--- config.mk ---
export PLATFORM = sky130hd
export DESIGN_NAME = fifo_param
export DESIGN_NICKNAME = d
export VERILOG_FILES = /design/src/rtl/fifo_pkg.sv /design/src/rtl/fifo_mem.sv /design/src/rtl/fifo_param.sv
export SDC_FILE = /design/constraint.sdc
export NUM_CORES = 1
export LEC_CHECK = 0
export CORE_ASPECT_RATIO = 0.8
export CORE_UTILIZATION = 65
export DETAILED_ROUTE_END_ITERATION = 10
export DONT_BUFFER_PORTS = 1
export HOLD_SLACK_MARGIN = 0.03
export PLACE_DENSITY = 0.81
export SLEW_MARGIN = 5
export SYNTH_ARGS = -nofsm -noshare
export SYNTH_HDL_FRONTEND = slang
export SYNTH_SLANG_ARGS = --single-unit
--- constraint.sdc ---
create_clock -name clk -period 4.85 [get_ports clk]
set_input_delay 0.2425 -clock clk [delete_from_list [all_inputs] [get_ports clk]]
set_output_delay 0.2425 -clock clk [all_outputs]
set_load 0.01 [all_outputs]
--- src/rtl/fifo_pkg.sv ---
// Shared constants, read-mode enum and elaboration helpers for the parametrised FIFO.
package fifo_pkg;

  localparam int FIFO_DEPTH      = 8;
  localparam int FIFO_DATA_WIDTH = 16;

  typedef enum logic {
    RD_FWFT       = 1'b0,
    RD_REGISTERED = 1'b1
  } fifo_rd_mode_e;

  function automatic fifo_rd_mode_e rd_mode_from_fwft(input int fwft);
    return (fwft != 0) ? RD_FWFT : RD_REGISTERED;
  endfunction

  function automatic bit is_pow2(input int value);
    return (value > 0) && ((value & (value - 1)) == 0);
  endfunction

endpackage

--- src/rtl/fifo_mem.sv ---
// FIFO storage array: one synchronous write port, one combinational read port.
module fifo_mem #(
  parameter int DATA_WIDTH = 16,
  parameter int DEPTH      = 8,
  parameter int ADDR_WIDTH = $clog2(DEPTH)
) (
  input  logic                  clk,
  input  logic                  we,
  input  logic [ADDR_WIDTH-1:0] waddr,
  input  logic [DATA_WIDTH-1:0] wdata,
  input  logic [ADDR_WIDTH-1:0] raddr,
  output logic [DATA_WIDTH-1:0] rdata
);

  // Contents are deliberately left unreset; validity is tracked by the pointers.
  logic [DATA_WIDTH-1:0] mem [DEPTH];

  always_ff @(posedge clk) begin
    if (we) begin
      mem[waddr] <= wdata;
    end
  end

  assign rdata = mem[raddr];

endmodule

--- src/rtl/fifo_param.sv ---
// Synchronous FIFO with occupancy count, programmable almost thresholds,
// flush, sticky overflow/underflow and selectable FWFT or registered read.
module fifo_param
  import fifo_pkg::*;
#(
  parameter int DATA_WIDTH = FIFO_DATA_WIDTH,
  parameter int DEPTH      = FIFO_DEPTH,
  parameter int AF_THRESH  = DEPTH - 2,
  parameter int AE_THRESH  = 1,
  parameter int FWFT       = 1
) (
  input  logic                    clk,
  input  logic                    rst_n,
  input  logic                    flush,
  input  logic                    wr_en,
  input  logic [DATA_WIDTH-1:0]   wr_data,
  input  logic                    rd_en,
  output logic [DATA_WIDTH-1:0]   rd_data,
  output logic                    rd_valid,
  output logic                    full,
  output logic                    empty,
  output logic                    almost_full,
  output logic                    almost_empty,
  output logic [$clog2(DEPTH):0]  count,
  output logic                    overflow,
  output logic                    underflow
);

  localparam int AW = $clog2(DEPTH);
  localparam int PW = AW + 1;
  localparam fifo_rd_mode_e RD_MODE = rd_mode_from_fwft(FWFT);

  localparam logic [PW-1:0] DEPTH_CNT = PW'(DEPTH);
  localparam logic [PW-1:0] AF_CNT    = PW'(AF_THRESH);
  localparam logic [PW-1:0] AE_CNT    = PW'(AE_THRESH);

  if (DEPTH < 2 || !is_pow2(DEPTH)) begin : g_bad_depth
    $fatal(1, "fifo_param: DEPTH=%0d must be a power of 2 and >= 2", DEPTH);
  end
  if (DATA_WIDTH < 1) begin : g_bad_width
    $fatal(1, "fifo_param: DATA_WIDTH must be >= 1");
  end
  if (AF_THRESH < 1 || AF_THRESH > DEPTH) begin : g_bad_af
    $fatal(1, "fifo_param: AF_THRESH=%0d out of range 1..%0d", AF_THRESH, DEPTH);
  end
  if (AE_THRESH < 0 || AE_THRESH > DEPTH - 1) begin : g_bad_ae
    $fatal(1, "fifo_param: AE_THRESH=%0d out of range 0..%0d", AE_THRESH, DEPTH - 1);
  end

  logic [PW-1:0]         r_ptr;
  logic [PW-1:0]         w_ptr;
  logic [PW-1:0]         count_q;
  logic                  wr_acc;
  logic                  rd_acc;
  logic                  mem_we;
  logic [DATA_WIDTH-1:0] mem_rdata;

  // Flags come from the count register only, so a request never gates itself.
  assign full         = (count_q == DEPTH_CNT);
  assign empty        = (count_q == '0);
  assign almost_full  = (count_q >= AF_CNT);
  assign almost_empty = (count_q <= AE_CNT);
  assign count        = count_q;

  assign wr_acc = wr_en && !full;
  assign rd_acc = rd_en && !empty;
  assign mem_we = wr_acc && rst_n && !flush;

  always_ff @(posedge clk) begin
    if (!rst_n || flush) begin
      r_ptr     <= '0;
      w_ptr     <= '0;
      count_q   <= '0;
      overflow  <= 1'b0;
      underflow <= 1'b0;
    end else begin
      if (wr_acc) begin
        w_ptr <= w_ptr + 1'b1;
      end
      if (rd_acc) begin
        r_ptr <= r_ptr + 1'b1;
      end
      case ({wr_acc, rd_acc})
        2'b10:   count_q <= count_q + 1'b1;
        2'b01:   count_q <= count_q - 1'b1;
        default: count_q <= count_q;
      endcase
      if (wr_en && full) begin
        overflow <= 1'b1;
      end
      if (rd_en && empty) begin
        underflow <= 1'b1;
      end
    end
  end

  fifo_mem #(
    .DATA_WIDTH (DATA_WIDTH),
    .DEPTH      (DEPTH),
    .ADDR_WIDTH (AW)
  ) u_mem (
    .clk   (clk),
    .we    (mem_we),
    .waddr (w_ptr[AW-1:0]),
    .wdata (wr_data),
    .raddr (r_ptr[AW-1:0]),
    .rdata (mem_rdata)
  );

  if (RD_MODE == RD_FWFT) begin : g_fwft
    assign rd_data  = mem_rdata;
    assign rd_valid = !empty;
  end else begin : g_registered
    logic [DATA_WIDTH-1:0] rd_data_q;
    logic                  rd_valid_q;

    // Flush drops rd_valid but keeps the last word visible on rd_data.
    always_ff @(posedge clk) begin
      if (!rst_n) begin
        rd_data_q  <= '0;
        rd_valid_q <= 1'b0;
      end else if (flush) begin
        rd_valid_q <= 1'b0;
      end else begin
        rd_valid_q <= rd_acc;
        if (rd_acc) begin
          rd_data_q <= mem_rdata;
        end
      end
    end

    assign rd_data  = rd_data_q;
    assign rd_valid = rd_valid_q;
  end

  a_count_matches_ptrs : assert property (@(posedge clk) disable iff (!rst_n)
    count_q == PW'(w_ptr - r_ptr));

  a_count_in_range : assert property (@(posedge clk) disable iff (!rst_n)
    count_q <= DEPTH_CNT);

  a_full_empty_exclusive : assert property (@(posedge clk) disable iff (!rst_n)
    !(full && empty));

  a_blocked_wr_stable : assert property (@(posedge clk) disable iff (!rst_n)
    (!flush && !wr_acc) |=> $stable(w_ptr));

  a_blocked_rd_stable : assert property (@(posedge clk) disable iff (!rst_n)
    (!flush && !rd_acc) |=> $stable(r_ptr));

  a_clear_gives_empty : assert property (@(posedge clk)
    (!rst_n || flush) |=> empty);

endmodule

==> flow_metrics.tcl <==
set metrics [dict create \
    combinationalPowerShare_pct 3.7 \
    worstMarginPinSlew_ns 0.872 \
    rrSetupSlack_ns 1.89 \
    switching_share_pct 21.2 \
    drt-wirelength-per-cell_um 24.5 \
    p_leak_uw 0.00215 \
    fin_crit_ns 2.96 \
    grt_pass1_wl_mm 16.2 \
    crit_chain "inv_1 -> ha_1 -> nand3b_1 -> inv_2 -> or4_4 -> nor2_1 -> buf_4" \
    cts_made_buffers 17 \
    cts-root-buf "clkbuf_8" \
    nets 346 \
    post-route-period-util_pct 60.9 \
    dpl.hpwl_mm 5.88 \
    grt_overflow 0 \
    power_frac_clock_pct 44.5 \
    io_buffers 0 \
    finalSetupViolCount 0 \
    max_freq_mhz 338 \
    drc 0 \
    arrival_ns 3.17 \
    cts.htree.levels 4 \
    maxCapViolations 0 \
    cpPeakStageDelay_ns 0.61 \
    drtIter0Drc 231 \
    antenna_cells 0 \
    syn2layout_area_growth_pct 15.6 \
    hp-class "in2reg" \
    p_seq_share_pct 51.8 \
    fin_util_pct 77.7 \
    slew_headroom_pct 41.8 \
    synth_area_um2 5700 \
    cts_resized 0 \
    synthDominantCellAreaShare_pct 67.4 \
    worst-path-buf-inv 3 \
    crit_fanout 9 \
    die_w_um 107 \
    antenna_found_initial 0 \
    status "finished clean" \
    grt_max_degree 33 \
    cts_tree "built" \
    clk_pin_slew_ns 0.06 \
    synth_cell_types 34 \
    rows 30 \
    cp-end-kind "flop" \
    drive_above_1_share_pct 19.4 \
    finalHoldViolCount 0 \
    yosys_warnings 0 \
    ys_ff_latch 143 \
    synth_area_per_cell_um2 20.5 \
    rsz0062_at_grt "false" \
    ys_seq_area_share_pct 72.6 \
    die_area_um2 9160 \
    crit_family "simple AND/OR/NAND/NOR gates" \
    synth_cells 278 \
    viasPerCell 6.29 \
    first_pass_iters 4 \
    p_per_area_nw_per_um2 397 \
    synth_area_leaders "edfxtp_1 67%, mux4_1 13%, dfxtp_1 5.3%" \
    syn-num-nets 307 \
    worstSkewPairLatency_ns 0.52 \
    grt_use_total_pct 25.9 \
    num_io_pins 48 \
    start_util_pct 67.2 \
    vias 2779 \
    drt.antenna.violating_nets 0 \
    routed_wl_mm 10.8 \
    fin_worst_skew_ns 0.00589 \
    peakVddDrop_mv 0.279 \
    n_fill_cell 445 \
    p_switching_uw 554 \
    p_int_uw 2060 \
    yosysTopAreaCell "edfxtp_1" \
    worstPathRequired_ns 5.07 \
    die_h_um 85.8 \
    worstSetupPathType "reg2reg" \
    clockBufferDepth 2 \
    startpoint_type "flop" \
    numClockSinks 143 \
    core_um2 8480 \
    setup-tns-final_ns 0 \
    gp_congestion 0.822 \
    power_uw 2620 \
    slew_viol_final 0 \
    crit_path_top_delay_cell "nor2_1" \
    first_global_vias 2879 \
]
==> path summary, 6_finish.rpt <==
kind            start               to  cells after the start
max          count[0]  u_mem.mem[6][5]                      7
min             wr_en         w_ptr[0]                      3
max reg2reg  count[0]  u_mem.mem[6][5]                      7
min reg2reg  r_ptr[2]         r_ptr[2]                      2
==> worst register-to-register path, cell delays in order (launching register included) <==
cell      delay [ns]
dfxtp_1         0.52
inv_1           0.15
ha_1            0.25
nand3b_1        0.16
inv_2           0.10
or4_4           0.53
nor2_1          0.62
buf_4           0.33
==> kinds of logic after synthesis <==
kind of cell,synth area share [%]
adder cells (fa/ha/maj),1.75
flip-flops,72.6
XOR/XNOR,0.307
multiplexers,17.8
AO/OA/AOI/OAI,2.17
AND/OR/NAND/NOR,3.58
buffers and inverters,1.73
==> placed cells by master, fill, tap and decap left out, drive strengths merged, types with 2 or more instances in the layout <==
cell	synthesis	final
or4	3	3
dlygate4sd3	0	20
inv	8	10
nand2	3	3
mux4	32	32
a21oi	11	11
xor2	2	2
nand3	2	2
nor3	3	3
dfxtp	15	15
o21ai	7	7
or3	3	3
o31ai	2	2
clkinvlp	0	7
buf	8	10
nor2	12	12
clkinv	0	5
ha	8	8
edfxtp	128	128
mux2	16	16
clkbuf	2	17
nand2b	4	4
==> cell usage after synthesis <==
| cell | instances |
|---|---|
| mux2i_1 | 1 |
| edfxtp_1 | 128 |
| or4_1 | 2 |
| nand2_1 | 3 |
| mux4_1 | 28 |
| inv_2 | 1 |
| mux2_2 | 16 |
| nor2b_1 | 1 |
| nor2_1 | 12 |
| a211oi_1 | 1 |
| nor3_2 | 1 |
| a2111o_1 | 1 |
| or4_4 | 1 |
| nand3b_1 | 1 |
| buf_6 | 4 |
| a21oi_1 | 11 |
| or3b_2 | 1 |
| dfxtp_1 | 15 |
| clkbuf_2 | 1 |
| buf_1 | 4 |
| ha_1 | 8 |
| nor3_1 | 2 |
| or3_1 | 3 |
| xor2_1 | 2 |
| clkbuf_1 | 1 |
| nand3_1 | 2 |
| mux4_2 | 4 |
| o31ai_1 | 2 |
| nand4_1 | 1 |
| or4b_1 | 1 |
| inv_1 | 7 |
| o21ai_0 | 7 |
| nand2b_1 | 4 |
| nand4b_1 | 1 |
==> power groups by stage <==
stage               clock network, uW  registers (uW)  logic, uW
floorplan                           0            1380       58.4
global placement                    0            1380       67.5
detailed placement                  0            1380       69.8
CTS                              1170            1360       97.1
global route                     1220            1360        105
finish                           1160            1360       96.8
==> metal layers <==
| layer | GRT usage (%) | part of all wire, % |
|---|---|---|
| met5 | 0 | 0 |
| met2 | 43.8 | 51 |
| met4 | 8.97 | 2.0 |
| met3 | 7.07 | 5.4 |
| met1 | 32.8 | 42 |
==> registers in the layout (all words and copies together) (netlist names), named ones only <==
name / flops
overflow: 1
r_ptr: 3
u_mem.mem: 128
w_ptr: 3
underflow: 1
count: 4
==> final cells by class <==
cell class | instances | area, um^2 | share of cell area, %
clock buffers | 17 | 414 | 6.28
clock inverters | 15 | 121 | 1.84
inverters | 8 | 30.0 | 0.456
multi-input cells | 117 | 1470 | 22.2
flip-flops and latches | 143 | 4140 | 62.9
well taps | 112 | 140 | 2.13
repair buffers | 30 | 275 | 4.18
==> repair_timing <==
action                                 4_1_cts  5_1_grt
endpoints found under the hold margin      134        0
hold buffers                                20        0
setup buffers                                0        0
==> metrics by stage <==
stage	worst slack [ns]	hold WS (ns)	instances	cell area, um^2
after floorplan	2.19	0.341	278	5700
after detailed placement	1.93	0.342	390	5860
after global routing	1.78	0.0773	442	6590
final	1.89	0.0610	442	6590
after global placement	2.04	0.342	390	5860
after CTS	1.91	0.0401	442	6590
No activity file was read; power rests on OpenSTA's default activity.
